File: src/rtl/eth_rx_pkt_reader_if.sv
// rtl/eth_rx_pkt_reader_if.sv - MAC receive port and output stream bundle
//
// Groups the MAC RX FIFO read port and the downstream frame stream.
//   MAC side : pkt_rx_avail/val/sop/eop/err/mod/data in, pkt_rx_ren out
//   Stream   : out_data/sop/eop/mod/err/valid out, out_ready in
// master = the reader; slave = the MAC + downstream environment.
interface eth_rx_pkt_reader_if;
  logic        pkt_rx_avail;
  logic        pkt_rx_val;
  logic        pkt_rx_sop;
  logic        pkt_rx_eop;
  logic        pkt_rx_err;
  logic [2:0]  pkt_rx_mod;
  logic [63:0] pkt_rx_data;
  logic        pkt_rx_ren;

  logic [63:0] out_data;
  logic        out_sop;
  logic        out_eop;
  logic [2:0]  out_mod;
  logic        out_err;
  logic        out_valid;
  logic        out_ready;

  modport master (
    input  pkt_rx_avail, pkt_rx_val, pkt_rx_sop, pkt_rx_eop, pkt_rx_err,
    input  pkt_rx_mod, pkt_rx_data,
    output pkt_rx_ren,
    output out_data, out_sop, out_eop, out_mod, out_err, out_valid,
    input  out_ready
  );

  modport slave (
    output pkt_rx_avail, pkt_rx_val, pkt_rx_sop, pkt_rx_eop, pkt_rx_err,
    output pkt_rx_mod, pkt_rx_data,
    input  pkt_rx_ren,
    input  out_data, out_sop, out_eop, out_mod, out_err, out_valid,
    output out_ready
  );
endinterface

File: src/rtl/eth_rx_pkt_reader.sv
// rtl/eth_rx_pkt_reader.sv - 10G MAC RX packet read controller
//
// Detects frame availability, issues pkt_rx_ren under a FIFO credit limit,
// buffers returned words in a show-ahead FIFO and streams them out with
// per-frame length and error reporting.
// Ports:
//   clk156m25, reset_156m25 : clock, async active-high reset
//   enable                  : allow new frames to start
//   bus (master)            : MAC read port + output stream
//   frame_done, frame_len   : completion pulse and byte length of last frame
//   proto_err               : sticky sop/eop sequencing violation
//   stat_frames_ok/err, stat_proto_err : counters, only with ETH_RX_STATS_EN
//                                        defined, otherwise constant 0
module eth_rx_pkt_reader #(
  parameter int FIFO_DEPTH      = 4,
  parameter int MAX_FRAME_BYTES = 1518,
  parameter int CNT_W           = 32
) (
  input  logic                 clk156m25,
  input  logic                 reset_156m25,
  input  logic                 enable,
  eth_rx_pkt_reader_if.master  bus,
  output logic                 frame_done,
  output logic [15:0]          frame_len,
  output logic                 proto_err,
  output logic [CNT_W-1:0]     stat_frames_ok,
  output logic [CNT_W-1:0]     stat_frames_err,
  output logic [CNT_W-1:0]     stat_proto_err
);
  localparam int AW = $clog2(FIFO_DEPTH);

  typedef enum logic {IDLE = 1'b0, READ = 1'b1} state_t;

  typedef struct packed {
    logic [63:0] data;
    logic        sop;
    logic        eop;
    logic [2:0]  mod;
    logic        err;
  } word_t;

  state_t      state, state_nx;
  word_t       mem [FIFO_DEPTH];
  word_t       wr_word, head;
  logic [AW:0] wr_ptr, rd_ptr, fifo_count;
  logic        ren, ren_q, credit_ok, in_frame;
  logic        wr_en, rd_en, viol, done_err;
  logic [15:0] byte_cnt, base, len_sat;
  logic [16:0] sum;
  logic [3:0]  eop_bytes;
  logic        oversize;

  assign fifo_count = wr_ptr - rd_ptr;
  // ren_q marks a word still in flight from the MAC; reserve a slot for it.
  assign credit_ok  = (int'(fifo_count) + int'(ren_q)) <= (FIFO_DEPTH - 2);

  always_ff @(posedge clk156m25 or posedge reset_156m25) begin
    if (reset_156m25) state <= IDLE;
    else              state <= state_nx;
  end

  always_comb begin
    state_nx = state;
    ren      = 1'b0;
    case (state)
      IDLE: if (enable && bus.pkt_rx_avail) state_nx = READ;
      READ: begin
        // The eop word is arriving now; any further read would belong to the next frame.
        ren = credit_ok && !(bus.pkt_rx_val && bus.pkt_rx_eop);
        if (bus.pkt_rx_val && bus.pkt_rx_eop) state_nx = IDLE;
      end
      default: state_nx = IDLE;
    endcase
  end

  assign bus.pkt_rx_ren = ren;

  // Classify each arriving word: discard, forward, or forward as a restart.
  always_comb begin
    wr_en = 1'b0;
    viol  = 1'b0;
    if (bus.pkt_rx_val) begin
      if (state == IDLE && !ren_q) begin
        viol = 1'b1;
      end else if (!bus.pkt_rx_sop && !in_frame) begin
        viol = 1'b1;
      end else begin
        wr_en = 1'b1;
        if (bus.pkt_rx_sop && in_frame) viol = 1'b1;
      end
    end
  end

  always_comb begin
    eop_bytes = (bus.pkt_rx_mod == 3'd0) ? 4'd8 : {1'b0, bus.pkt_rx_mod};
    base      = bus.pkt_rx_sop ? 16'd0 : byte_cnt;
    sum       = {1'b0, base} + (bus.pkt_rx_eop ? {13'd0, eop_bytes} : 17'd8);
    len_sat   = sum[16] ? 16'hFFFF : sum[15:0];
    oversize  = int'(len_sat) > MAX_FRAME_BYTES;
    wr_word.data = bus.pkt_rx_data;
    wr_word.sop  = bus.pkt_rx_sop;
    wr_word.eop  = bus.pkt_rx_eop;
    wr_word.mod  = bus.pkt_rx_mod;
    wr_word.err  = bus.pkt_rx_eop && (bus.pkt_rx_err || oversize);
  end

  assign head          = mem[rd_ptr[AW-1:0]];
  assign bus.out_valid = (fifo_count != '0);
  assign bus.out_data  = head.data;
  assign bus.out_sop   = head.sop;
  assign bus.out_eop   = head.eop;
  assign bus.out_mod   = head.mod;
  assign bus.out_err   = head.err;
  assign rd_en         = bus.out_valid && bus.out_ready;

  // Storage is not reset: pointers define what is valid.
  always_ff @(posedge clk156m25) begin
    if (wr_en) mem[wr_ptr[AW-1:0]] <= wr_word;
  end

  always_ff @(posedge clk156m25 or posedge reset_156m25) begin
    if (reset_156m25) begin
      ren_q      <= 1'b0;
      wr_ptr     <= '0;
      rd_ptr     <= '0;
      in_frame   <= 1'b0;
      byte_cnt   <= 16'd0;
      frame_done <= 1'b0;
      frame_len  <= 16'd0;
      done_err   <= 1'b0;
      proto_err  <= 1'b0;
    end else begin
      ren_q      <= ren;
      frame_done <= wr_en && bus.pkt_rx_eop;
      done_err   <= wr_word.err;
      if (viol) proto_err <= 1'b1;
      if (rd_en) rd_ptr <= rd_ptr + 1'b1;
      if (wr_en) begin
        wr_ptr <= wr_ptr + 1'b1;
        if (bus.pkt_rx_eop) begin
          byte_cnt  <= 16'd0;
          in_frame  <= 1'b0;
          frame_len <= len_sat;
        end else begin
          byte_cnt  <= len_sat;
          in_frame  <= 1'b1;
        end
      end
    end
  end

`ifdef ETH_RX_STATS_EN
  always_ff @(posedge clk156m25 or posedge reset_156m25) begin
    if (reset_156m25) begin
      stat_frames_ok  <= '0;
      stat_frames_err <= '0;
      stat_proto_err  <= '0;
    end else begin
      if (frame_done && !done_err && !(&stat_frames_ok))  stat_frames_ok  <= stat_frames_ok + 1'b1;
      if (frame_done && done_err && !(&stat_frames_err))  stat_frames_err <= stat_frames_err + 1'b1;
      if (viol && !(&stat_proto_err))                     stat_proto_err  <= stat_proto_err + 1'b1;
    end
  end
`else
  assign stat_frames_ok  = '0;
  assign stat_frames_err = '0;
  assign stat_proto_err  = '0;
`endif
endmodule

File: src/flat_wrapper.sv
// flat-port wrapper written by rule: the top's interface ports become plain ports
module eth_rx_pkt_reader_flat 
#(
  parameter int FIFO_DEPTH      = 4,
  parameter int MAX_FRAME_BYTES = 1518,
  parameter int CNT_W           = 32
)
  (clk156m25, reset_156m25, enable, frame_done, frame_len, proto_err, stat_frames_ok, stat_frames_err, stat_proto_err, bus_pkt_rx_avail, bus_pkt_rx_val, bus_pkt_rx_sop, bus_pkt_rx_eop, bus_pkt_rx_err, bus_pkt_rx_mod, bus_pkt_rx_data, bus_pkt_rx_ren, bus_out_data, bus_out_sop, bus_out_eop, bus_out_mod, bus_out_err, bus_out_valid, bus_out_ready);
  eth_rx_pkt_reader_if bus_i ();
  input  logic clk156m25;
  input  logic reset_156m25;
  input  logic enable;
  output logic frame_done;
  output logic [15:0] frame_len;
  output logic proto_err;
  output logic [CNT_W-1:0] stat_frames_ok;
  output logic [CNT_W-1:0] stat_frames_err;
  output logic [CNT_W-1:0] stat_proto_err;
  input wire logic [$bits(bus_i.pkt_rx_avail)-1:0] bus_pkt_rx_avail;
  input wire logic [$bits(bus_i.pkt_rx_val)-1:0] bus_pkt_rx_val;
  input wire logic [$bits(bus_i.pkt_rx_sop)-1:0] bus_pkt_rx_sop;
  input wire logic [$bits(bus_i.pkt_rx_eop)-1:0] bus_pkt_rx_eop;
  input wire logic [$bits(bus_i.pkt_rx_err)-1:0] bus_pkt_rx_err;
  input wire logic [$bits(bus_i.pkt_rx_mod)-1:0] bus_pkt_rx_mod;
  input wire logic [$bits(bus_i.pkt_rx_data)-1:0] bus_pkt_rx_data;
  output wire logic [$bits(bus_i.pkt_rx_ren)-1:0] bus_pkt_rx_ren;
  output wire logic [$bits(bus_i.out_data)-1:0] bus_out_data;
  output wire logic [$bits(bus_i.out_sop)-1:0] bus_out_sop;
  output wire logic [$bits(bus_i.out_eop)-1:0] bus_out_eop;
  output wire logic [$bits(bus_i.out_mod)-1:0] bus_out_mod;
  output wire logic [$bits(bus_i.out_err)-1:0] bus_out_err;
  output wire logic [$bits(bus_i.out_valid)-1:0] bus_out_valid;
  input wire logic [$bits(bus_i.out_ready)-1:0] bus_out_ready;
  assign bus_i.pkt_rx_avail = bus_pkt_rx_avail;
  assign bus_i.pkt_rx_val = bus_pkt_rx_val;
  assign bus_i.pkt_rx_sop = bus_pkt_rx_sop;
  assign bus_i.pkt_rx_eop = bus_pkt_rx_eop;
  assign bus_i.pkt_rx_err = bus_pkt_rx_err;
  assign bus_i.pkt_rx_mod = bus_pkt_rx_mod;
  assign bus_i.pkt_rx_data = bus_pkt_rx_data;
  assign bus_pkt_rx_ren = bus_i.pkt_rx_ren;
  assign bus_out_data = bus_i.out_data;
  assign bus_out_sop = bus_i.out_sop;
  assign bus_out_eop = bus_i.out_eop;
  assign bus_out_mod = bus_i.out_mod;
  assign bus_out_err = bus_i.out_err;
  assign bus_out_valid = bus_i.out_valid;
  assign bus_i.out_ready = bus_out_ready;
  eth_rx_pkt_reader #(.FIFO_DEPTH(FIFO_DEPTH), .MAX_FRAME_BYTES(MAX_FRAME_BYTES), .CNT_W(CNT_W)) u_core (.clk156m25(clk156m25), .reset_156m25(reset_156m25), .enable(enable), .bus(bus_i), .frame_done(frame_done), .frame_len(frame_len), .proto_err(proto_err), .stat_frames_ok(stat_frames_ok), .stat_frames_err(stat_frames_err), .stat_proto_err(stat_proto_err));
endmodule
File: config.mk
export PLATFORM = sky130hd
export DESIGN_NAME = eth_rx_pkt_reader_flat
export DESIGN_NICKNAME = d
export VERILOG_FILES = /design/src/rtl/eth_rx_pkt_reader_if.sv /design/src/rtl/eth_rx_pkt_reader.sv /design/src/flat_wrapper.sv
export SDC_FILE = /design/constraint.sdc
export NUM_CORES = 1
export LEC_CHECK = 0
export CAP_MARGIN = 20
export CELL_PAD_IN_SITES_DETAIL_PLACEMENT = 0
export CELL_PAD_IN_SITES_GLOBAL_PLACEMENT = 1
export CORE_UTILIZATION = 47
export CTS_BUF_LIST = sky130_fd_sc_hd__clkbuf_16
export DETAILED_ROUTE_END_ITERATION = 8
export GPL_ROUTABILITY_DRIVEN = 0
export GPL_TIMING_DRIVEN = 0
export PLACE_DENSITY = 0.83
export SLEW_MARGIN = 30
export SYNTH_ARGS = -nofsm -noshare
export SYNTH_HDL_FRONTEND = slang
export SYNTH_SLANG_ARGS = --single-unit
File: constraint.sdc
create_clock -name clk156m25 -period 9.3 [get_ports clk156m25]
set_input_delay 0.93 -clock clk156m25 [delete_from_list [all_inputs] [get_ports clk156m25]]
set_output_delay 0.93 -clock clk156m25 [all_outputs]
set_load 0.02 [all_outputs]
==> results by group <==
Power and ir drop
  • Net switching fraction of the power: 30.0%
  • Register share of total power: 38.3%
  • Internal: 3.24 mW
  • Pwr per Cell Area: 272 nW/um2
  • NetSw: 1.39 mW
  • Static leakage: 6.27 nW
  • VDD IR max: 125 uV
  • Clock Power Share: 27.6%
  • Gate power share: 34.1%

STA
  • Worst slew margin: 50.7%
  • Max Transition Viols Final: 0
  • Final number of hold-violating endpoints: 0
  • Final Skew: 21.8 ps
  • Period utilization: 54.3%
  • RSZ-0062 raised after global routing: false
  • Final setup fails: 0
  • Setup TNS Final: 0 ps
  • Final worst setup slack: 4250 ps
  • Worst-Margin Slew: 732 ps
  • Fmax achieved: 198 MHz
  • Fin crit period: 5050 ps

CTS
  • CTS tree: done
  • Clock transition at the registers of the reported paths: 60 ps
  • Cts repair resizes: 0
  • CTS Sinks: 323
  • CTS buffer count: 34
  • Skew-Pair Late Insertion Delay: 510 ps
  • Bufs on Longest Clock Path: 3
  • Post CTS Setup Buffer Count: 0
  • Clk root buf: clkbuf_16
  • Cts hold-fix bufs: 0
  • H-tree depth: 2

Route
  • Routed wire length: 25300 um
  • Antenna violation net count after detailed routing: 0
  • DRC violations left: 0
  • Via density per instance: 4.82
  • DR iter-0 viols: 580
  • WL/cell: 17.6 um
  • DR pass1 iterations: 4
  • Vias: 6940

Logic synthesis
  • Top-count cell post-synth: edfxtp_1
  • Post-synth top area share: 63.2%
  • Seq/Total Area, Yosys: 71.3%
  • Synth Instances: 733
  • Post-synth ARST share: 13.3%
  • Largest area contributor in the netlist: edfxtp_1
  • Number of synthesized flops with an enable pin: 280
  • Flops & latches, synth: 323
  • Ys flop type: edfxtp_1
  • Mapped Area: 13300 um2
  • Yosys warning count: 0
  • Syn avg cell area: 18.2 um2
  • Netlist cell types: 54
  • Synth top area cells: edfxtp_1 (63%), mux4_2 (12%), dfrtp_1 (8.1%), buf_4 (5.4%), ha_1 (1.2%)
  • Commonest cells post-synth: edfxtp_1 (280), buf_4 (96), mux4_2 (70)

Setup path
  • Worst path required time: 8370 ps
  • R2R Path End: u_core.mem[2][0]
  • Crit end category: primary output
  • Reg2Reg Launch Point: u_core.byte_cnt[0]
  • Crit-path max FO: 10
  • Cell depth of the worst flop-to-flop path: 9
  • R2R setup slack: 6010 ps
  • Setup Crit Path Kind: flip-flop to primary output
  • Critical path launch point: u_core.rd_ptr[1]
  • Crit path to: bus_pkt_rx_ren
  • Worst Setup Start Kind: flip-flop
  • WP data arrival: 4120 ps

Place
  • IO Port Bufs: 165
  • Pre-CTS WS: 4250 ps
  • DP HPWL: 16800 um

Hold path
  • Hold Path Class: flip-flop to flip-flop

Global route
  • Global-route wire length before repair: 38200 um
  • Initial antenna violation count: 1
  • Largest net degree at the start of global routing: 42
  • Number of global-route vias before repair: 6879
  • Grt ovf: 0
  • Total GRT Usage: 17.4%

Layout
  • Ratio of cells with drive above 1 in the final layout: 24.0%
  • Core Util, Final: 61.3%
  • Layout filler cell count: 2082
  • Area Growth Syn to Fin: 27.9%
  • Final nets: 1125

Die
  • Die width: 170 um
  • Initial Util: 47.9%
  • Io pins: 262
  • DIE HEIGHT: 170 um
  • Core Region: 27800 um2
  • Die footprint: 29000 um2
  • Cell row count: 61

Run status
  • Status: complete, no violations

Job
  • Max cap viols: 0
[per-layer routing]
metal,GRT usage (%),up-vias,share of wire [%]
li1,-,3267,-
met3,4.02,37,7.4
met5,0,-,0
met2,29.4,230,50
met4,4.07,0,1.6
met1,22.8,3406,41
[final cells by class]
class,instances,area (um2),area share (%)
diodes,2,5.00,0.0294
multi-input cells,369,3300,19.4
repair buffers,170,1790,10.5
flip-flops and latches,323,9480,55.7
inverters,12,45.0,0.265
clock buffers,35,876,5.15
plain buffers,124,841,4.94
clock inverters,26,205,1.21
well taps,378,473,2.78
[flip-flops by register name, indices dropped and copies added, names as in the netlist]
name	flops
u_core.wr_ptr	3
u_core.in_frame	1
u_core.ren_q	1
u_core.frame_done	1
u_core.proto_err	1
u_core.frame_len	16
u_core.byte_cnt	16
u_core.mem	280
u_core.state	1
u_core.rd_ptr	3
[critical path, stage by stage (launching register included)]
cell and delay (ps):
dfrtp_1 350, clkbuf_1 470, clkbuf_1 530, inv_1 140
fa_1 560, ha_1 230, or2_2 290, a221oi_1 340
clkdlybuf4s50_1 710
[cells by family after synthesis]
family                     Yosys count  share of synthesized area [%]
buffers and inverters              136                           6.66
other                                1                         0.0282
and+or+nand+nor                    107                           4.19
AOI/OAI and AO/OA                   58                           2.84
xor gates and xnor gates            15                          0.988
adders and majority gates           15                           1.52
DFF                                323                           71.3
muxes                               78                           12.5
[placed cells by master (no fill, tap or decap), types with 7 or more instances in the layout]
| cell | n |
|---|---|
| clkdlybuf4s50_1 | 165 |
| clkinv_1 | 7 |
| nand3_1 | 9 |
| nor2b_1 | 9 |
| buf_2 | 10 |
| xnor2_1 | 12 |
| clkbuf_1 | 16 |
| buf_4 | 96 |
| clkbuf_16 | 35 |
| nand2_1 | 38 |
| inv_1 | 14 |
| ha_1 | 13 |
| edfxtp_1 | 280 |
| nor2_1 | 18 |
| mux4_2 | 70 |
| conb_1 | 96 |
| clkinv_2 | 8 |
| dfrtp_1 | 43 |
| o21ai_0 | 30 |
[metrics by stage]
step	std cells	hold slack, ps	instance area (um2)	total power, mW
after floorplan	828	442	13700	2.78
after global placement	1371	457	15800	3.39
after detailed placement	1376	466	15900	3.41
after CTS	1437	480	17000	4.71
after global routing	1437	492	17000	4.85
final	1439	478	17000	4.64
[worst min path at each step]
stage,cells after the start,slack [ps],end,from
finish,2,480,u_core.frame_len[8],u_core.frame_len[8]
detailed placement,2,470,u_core.frame_len[8],u_core.frame_len[8]
floorplan,2,440,u_core.byte_cnt[0],u_core.byte_cnt[0]
global route,1,490,u_core.wr_ptr[2],u_core.wr_ptr[2]
CTS,2,480,u_core.byte_cnt[0],u_core.byte_cnt[0]
global placement,2,460,u_core.byte_cnt[2],u_core.byte_cnt[2]
[power groups by stage]
stage               combinational (mW)  clock (mW)  sequential, mW
floorplan                        0.968           0            1.81
detailed placement                1.61           0            1.81
CTS                               1.61        1.32            1.78
global placement                  1.58           0            1.82
global route                      1.69        1.37            1.79
finish                            1.58        1.28            1.78
Note: power is estimated with default switching activity, not from simulation.
==> variant 1 (config.mk and constraints unchanged) <==
`FIFO_DEPTH` is set to 4 in 2 places; all go to 8.
--- a/src/rtl/eth_rx_pkt_reader.sv
+++ b/src/rtl/eth_rx_pkt_reader.sv
@@ -14,3 +14,3 @@
 module eth_rx_pkt_reader #(
-  parameter int FIFO_DEPTH      = 4,
+  parameter int FIFO_DEPTH      = 8,
   parameter int MAX_FRAME_BYTES = 1518,
--- a/src/flat_wrapper.sv
+++ b/src/flat_wrapper.sv
@@ -3,3 +3,3 @@
 #(
-  parameter int FIFO_DEPTH      = 4,
+  parameter int FIFO_DEPTH      = 8,
   parameter int MAX_FRAME_BYTES = 1518,
Behaviour: not the same (a bounded check fails within 4 cycles, from zero or initial values and one cycle with reset_156m25 high).
==> variant 1 against the unedited design <==
Worst hold slack about the same; sequential cell count up 282; clock power up 76%; count of clock-buffer cells in the layout up 25; synthesized cell count up 86%; routed wire length up 110%; setup slack worse by 1.1 ns; final cell count up 75%; critical endpoint unchanged; final area up 76%; total power up 82%; non-clock buffer count up 131; clock skew down 0.0063 ns; synthesized area up 84%.
==> variant 1: results (changes against the unedited design) <==
Setup path
  – Crit path largest cell delay: 0.69 ns (-0.02 ns)
  – Worst R2R Setup Slack: 5.07 ns (-0.94 ns)
  – R2r endpoint: u_core.rd_ptr[3]$_DFFE_PP0P_
  – Critical Path AT: 5.18 ns (+1.06 ns)
  – Critical path's slowest cell: clkbuf_1
  – Worst R2R Path Depth: 11 (+2)

Drt
  – Via Count: 13100 (+89%)
  – WL per Instance: 20.6 µm (+18%)
  – Vias per Instance: 5.21 (+8.1%)
  – Drt pass-1 iters: 6 (+2)

GRT
  – Initial antenna violation count: 4 (+3)
  – Vias in the first global route: 13300 (+94%)

Placed design
  – Post-placement cell count: 2407 (+75%)

Hold path
  – Hold Path Depth: 1 (-1)
  – Worst Min Path Start: u_core.in_frame$_DFFE_PP0P_
  – Hold Crit Endpoint: u_core.in_frame$_DFFE_PP0P_

Pwr
  – Clock group total power: 0.00225 W (+76%)
  – Gate power share: 0.350 (+0.009)
  – Leak: 10.9 nW (+74%)
  – Internal: 0.00577 W (+78%)
  – Pwr per Cell Area: 282 nW/µm² (+3.5%)

CTS
  – Clock buffer count from CTS: 59 (+74%)
  – Clk_lat worst skew: 0.61 ns (+0.10 ns)

Cells and area
  – Max reg flops: 560 (+100%)

STA
  – Worst-margin pin slew: 0.844 ns (+0.113 ns)
  – Clk_skew: 0.0156 ns (-0.00627 ns)
  – Worst hold slack: 0.478 ns (+0.000444 ns)

Synthesis
  – Area contributors post-synth: edfxtp_1, mux4_2, dfrtp_1
  – Post-synth EDFFs: 560 (+100%)
  – Sequential area share after synthesis: 0.733 (+0.0199)
  – Async SR Flop Fraction: 0.0744 (-0.0587)

Run status
  – Run status: completed
variant 1: cell count changes after synthesis, sizes merged, moves of 5 or more:
| cell | delta |
|---|---|
| edfxtp | +280 |
| nand2 | +211 |
| mux4 | +70 |
| clkbuf | +27 |
| nor2 | +12 |
| nor3 | +9 |
| buf | +8 |
| o21ai | -8 |
| o31ai | +8 |
| a21oi | +6 |
| nor4 | +5 |
| xor2 | +5 |
variant 1: worst max-delay path by stage:
stage | start | endpoint | slack (ns) | depth (start not counted)
floorplan | bus_pkt_rx_sop | u_core.mem[1][0]$_DFFE_PP_ | -0.11 | 7
global placement | bus_pkt_rx_sop | u_core.mem[0][36]$_DFFE_PP_ | -7.75 | 8
detailed placement | bus_pkt_rx_sop | u_core.mem[4][0]$_DFFE_PP_ | 3.77 | 13
CTS | u_core.rd_ptr[1]$_DFFE_PP0P_ | bus_pkt_rx_ren | 3.11 | 12
global route | u_core.rd_ptr[1]$_DFFE_PP0P_ | bus_pkt_rx_ren | 2.86 | 12
finish | u_core.rd_ptr[1]$_DFFE_PP0P_ | bus_pkt_rx_ren | 3.19 | 12
variant 1: per-layer routing:
metal / vias up / wire, µm / track usage
met5: - / 38 / 0
met4: 6 / 1200 / 0.0526
met1: 6640 / 21900 / 0.271
li1: 5929 / - / -
met3: 82 / 3230 / 0.0379
met2: 460 / 25600 / 0.326
variant 1: stage by stage:
stage	utilization	cell area, µm²	setup WS [ns]
6_report	0.583	30000	3.19
5_1_grt	0.583	30000	2.86
4_1_cts	0.583	30000	3.11
3_5_place_dp	0.547	28100	3.77
3_3_place_gp	0.532	27300	-7.75
2_1_floorplan	-	24800	-0.110
variant 1: final cells by class:
type / count / area (µm²)
fillers: 3765 / 21400
flip-flops and latches: 605 / 17900
multi-input cells: 683 / 5900
repair buffers: 266 / 2400
clock buffers: 60 / 1500
plain buffers: 159 / 993
well taps: 680 / 851
clock inverters: 48 / 339
inverters: 14 / 52.6
diodes: 2 / 5.00
variant 1: worst reg2reg max path, delay by kind of cell, from the launching register on:
kind | cells | cell delay (ns)
xor gates and xnor gates | 2 | 0.34
adders and majority gates | 1 | 0.32
buffers and inverters | 4 | 2.00
AOI/OAI and AO/OA | 3 | 0.87
DFF | 1 | 0.41
and+or+nand+nor | 1 | 0.18
variant 1: cell families (layout without fill, tap and decap cells):
family,count (synthesis),after routing,synth area share
buffers and inverters,173,547,0.0427
AOI/OAI and AO/OA,72,72,0.0196
other,1,98,0.000153
adders and majority gates,14,14,0.00777
DFF,605,605,0.733
xor gates and xnor gates,21,21,0.00751
and+or+nand+nor,334,334,0.0581
muxes,146,146,0.131
==> variant 2 (same settings) <==
Made on the original files. Put a register stage on the output `bus.out_err`, without a reset. The value now appears one clock later.
--- a/src/rtl/eth_rx_pkt_reader.sv
+++ b/src/rtl/eth_rx_pkt_reader.sv
@@ -112,3 +112,5 @@
   assign bus.out_mod   = head.mod;
-  assign bus.out_err   = head.err;
+  always_ff @(posedge clk156m25) begin
+    bus.out_err <= head.err;
+  end
   assign rd_en         = bus.out_valid && bus.out_ready;
Function: changed (a bounded check fails within 4 cycles, from zero or initial values and one cycle with reset_156m25 high).
==> variant 2 against the unedited design <==
Sequential cell count grew 1; total power grew 5.1%; routed wire length grew 2.6%; final area grew 3.1%; synthesized cell count grew 9.3%; synthesized area grew 3.9%; utilization shrank 0.48 points; setup slack lost 0.057 ns; critical path type unchanged; largest power group is now combinational cells.
==> variant 2: results (changes against the unedited design) <==
Synthesis
  – Area contributors post-synth: edfxtp_1, mux4_2, buf_4
  – Yosys warns: 0 (unchanged)
  – Yosys cell types: 55 (+1.9%)
  – Post-synth EDFFs: 280 (unchanged)
  – Sequential area share after synthesis: 0.687 (-0.0255)
  – Synth Flop Type: edfxtp_1
  – Commonest cells post-synth: edfxtp_1, buf_4, mux4_2
  – Async SR Flop Fraction: 0.133 (-0.000411)

Pwr
  – Leak: 6.60 nW (+5.4%)
  – VDD IR max: 0.127 mV (+1.6%)

Setup path
  – R2r endpoint: u_core.mem[3][0]$_DFFE_PP_
  – CP startpoint: u_core.rd_ptr[1]$_DFFE_PP0P_
  – Worst R2R Setup Slack: 6.00 ns (about the same)
  – CP endpoint: bus_pkt_rx_ren
  – Critical Path AT: 4.18 ns (+0.06 ns)
  – Worst r2r src: u_core.byte_cnt[0]$_DFFE_PP0P_
  – Worst R2R Path Depth: 9 (unchanged)
  – Crit-path max FO: 10 (unchanged)

Cells and area
  – Max reg flops: 280 (unchanged)
  – Diode count: 0 (-2)
  – Fraction of layout cells with a size suffix above 1: 0.280 (+0.0400)
  – Fin nets: 1195 (+6.2%)

CTS
  – Resized Gates After CTS: 0 (unchanged)
  – Clock buffer count from CTS: 35 (+2.9%)
  – Post CTS Setup Buffer Count: 0 (unchanged)
  – Worst-path clk slew: 0.06 ns (about the same)
  – CTS root buffer: clkbuf_16
  – Worst-case clock buffer depth: 3 (unchanged)
  – Clk_lat worst skew: 0.51 ns (about the same)
  – CTS tree: built
  – H-Tree Level Count: 2 (unchanged)

Drt
  – WL per Instance: 17.1 µm (-2.5%)
  – Drt pass-1 iters: 4 (unchanged)
  – Starting DRT DRC Count: 614 (+5.9%)
  – Vias per Instance: 4.81 (-0.37%)

GRT
  – Vias in the first global route: 7239 (+5.2%)
  – Total track usage: 0.174 (about the same)
  – Global-route wire length before repair: 40.5 mm (+6.0%)
  – Largest net degree at the start of global routing: 43 (+2.4%)
  – Initial antenna violation count: 0 (-1)

STA
  – Clk_skew: 0.0300 ns (+0.00812 ns)
  – Worst-margin pin slew: 0.752 ns (+0.0198 ns)

Hold path
  – Worst Min Path Start: u_core.proto_err$_DFFE_PP0P_
  – Hold Crit Endpoint: u_core.proto_err$_DFFE_PP0P_
  – Hold Path Depth: 1 (-1)
  – Worst Hold Class: flip-flop to flip-flop

Run status
  – Run status: completed

Placed design
  – IO Port Bufs: 165 (unchanged)
  – Dpl hpwl: 17.3 mm (+3.3%)
## variant 2: logic make-up after synthesis
group | after synthesis | synth area share
adders and majority gates | 15 | 0.0147
xor gates and xnor gates | 15 | 0.00950
other | 1 | 0.000271
DFF | 324 | 0.687
muxes | 78 | 0.120
buffers and inverters | 203 | 0.100
AOI/OAI and AO/OA | 58 | 0.0273
and+or+nand+nor | 107 | 0.0403
## variant 2: layout make-up
class                      instances  area [µm²]
buffer                           191        1340
clock buffer                      36         901
clock inverter                    26         163
fill                            2160       11300
inverter                          12        45.0
multi-input combinational        369        3300
sequential                       324        9500
tap                              384         480
timing repair buffer             171        1800
## variant 2: metrics by stage
stage               instance area [µm²]  hold slack [ns]  worst slack (ns)  utilization  instances
finish                            17500            0.470              4.19        0.608       1513
global route                      17500            0.502              3.88        0.608       1513
CTS                               17500            0.472              4.10        0.608       1513
detailed placement                16500            0.450              4.24        0.571       1451
global placement                  16300            0.457              3.00        0.565       1445
floorplan                         14200            0.442              5.29            -        896
## variant 2: critical path, stage by stage, from the launching register on
cell,delay [ns]
dfrtp_1,0.35
clkbuf_1,0.51
clkbuf_1,0.55
inv_1,0.14
fa_1,0.55
ha_1,0.23
or2_2,0.29
a221oi_1,0.38
clkdlybuf4s50_1,0.69
## variant 2: per-layer routing
layer	share of wire	vias to the layer above	wire length, µm	track usage
li1	-	3394	-	-
met1	0.43	3590	11000	0.233
met2	0.50	249	13000	0.293
met3	0.056	37	1450	0.0342
met4	0.016	0	416	0.0428
met5	0	-	0	0
## variant 2: power by group
part | total, W | internal (W) | switching [W]
combinational | 0.00182 | 0.000959 | 0.000860
clock | 0.00127 | 0.000731 | 0.000538
sequential | 0.00178 | 0.00174 | 0.0000442
total | 0.00487 | 0.00343 | 0.00144
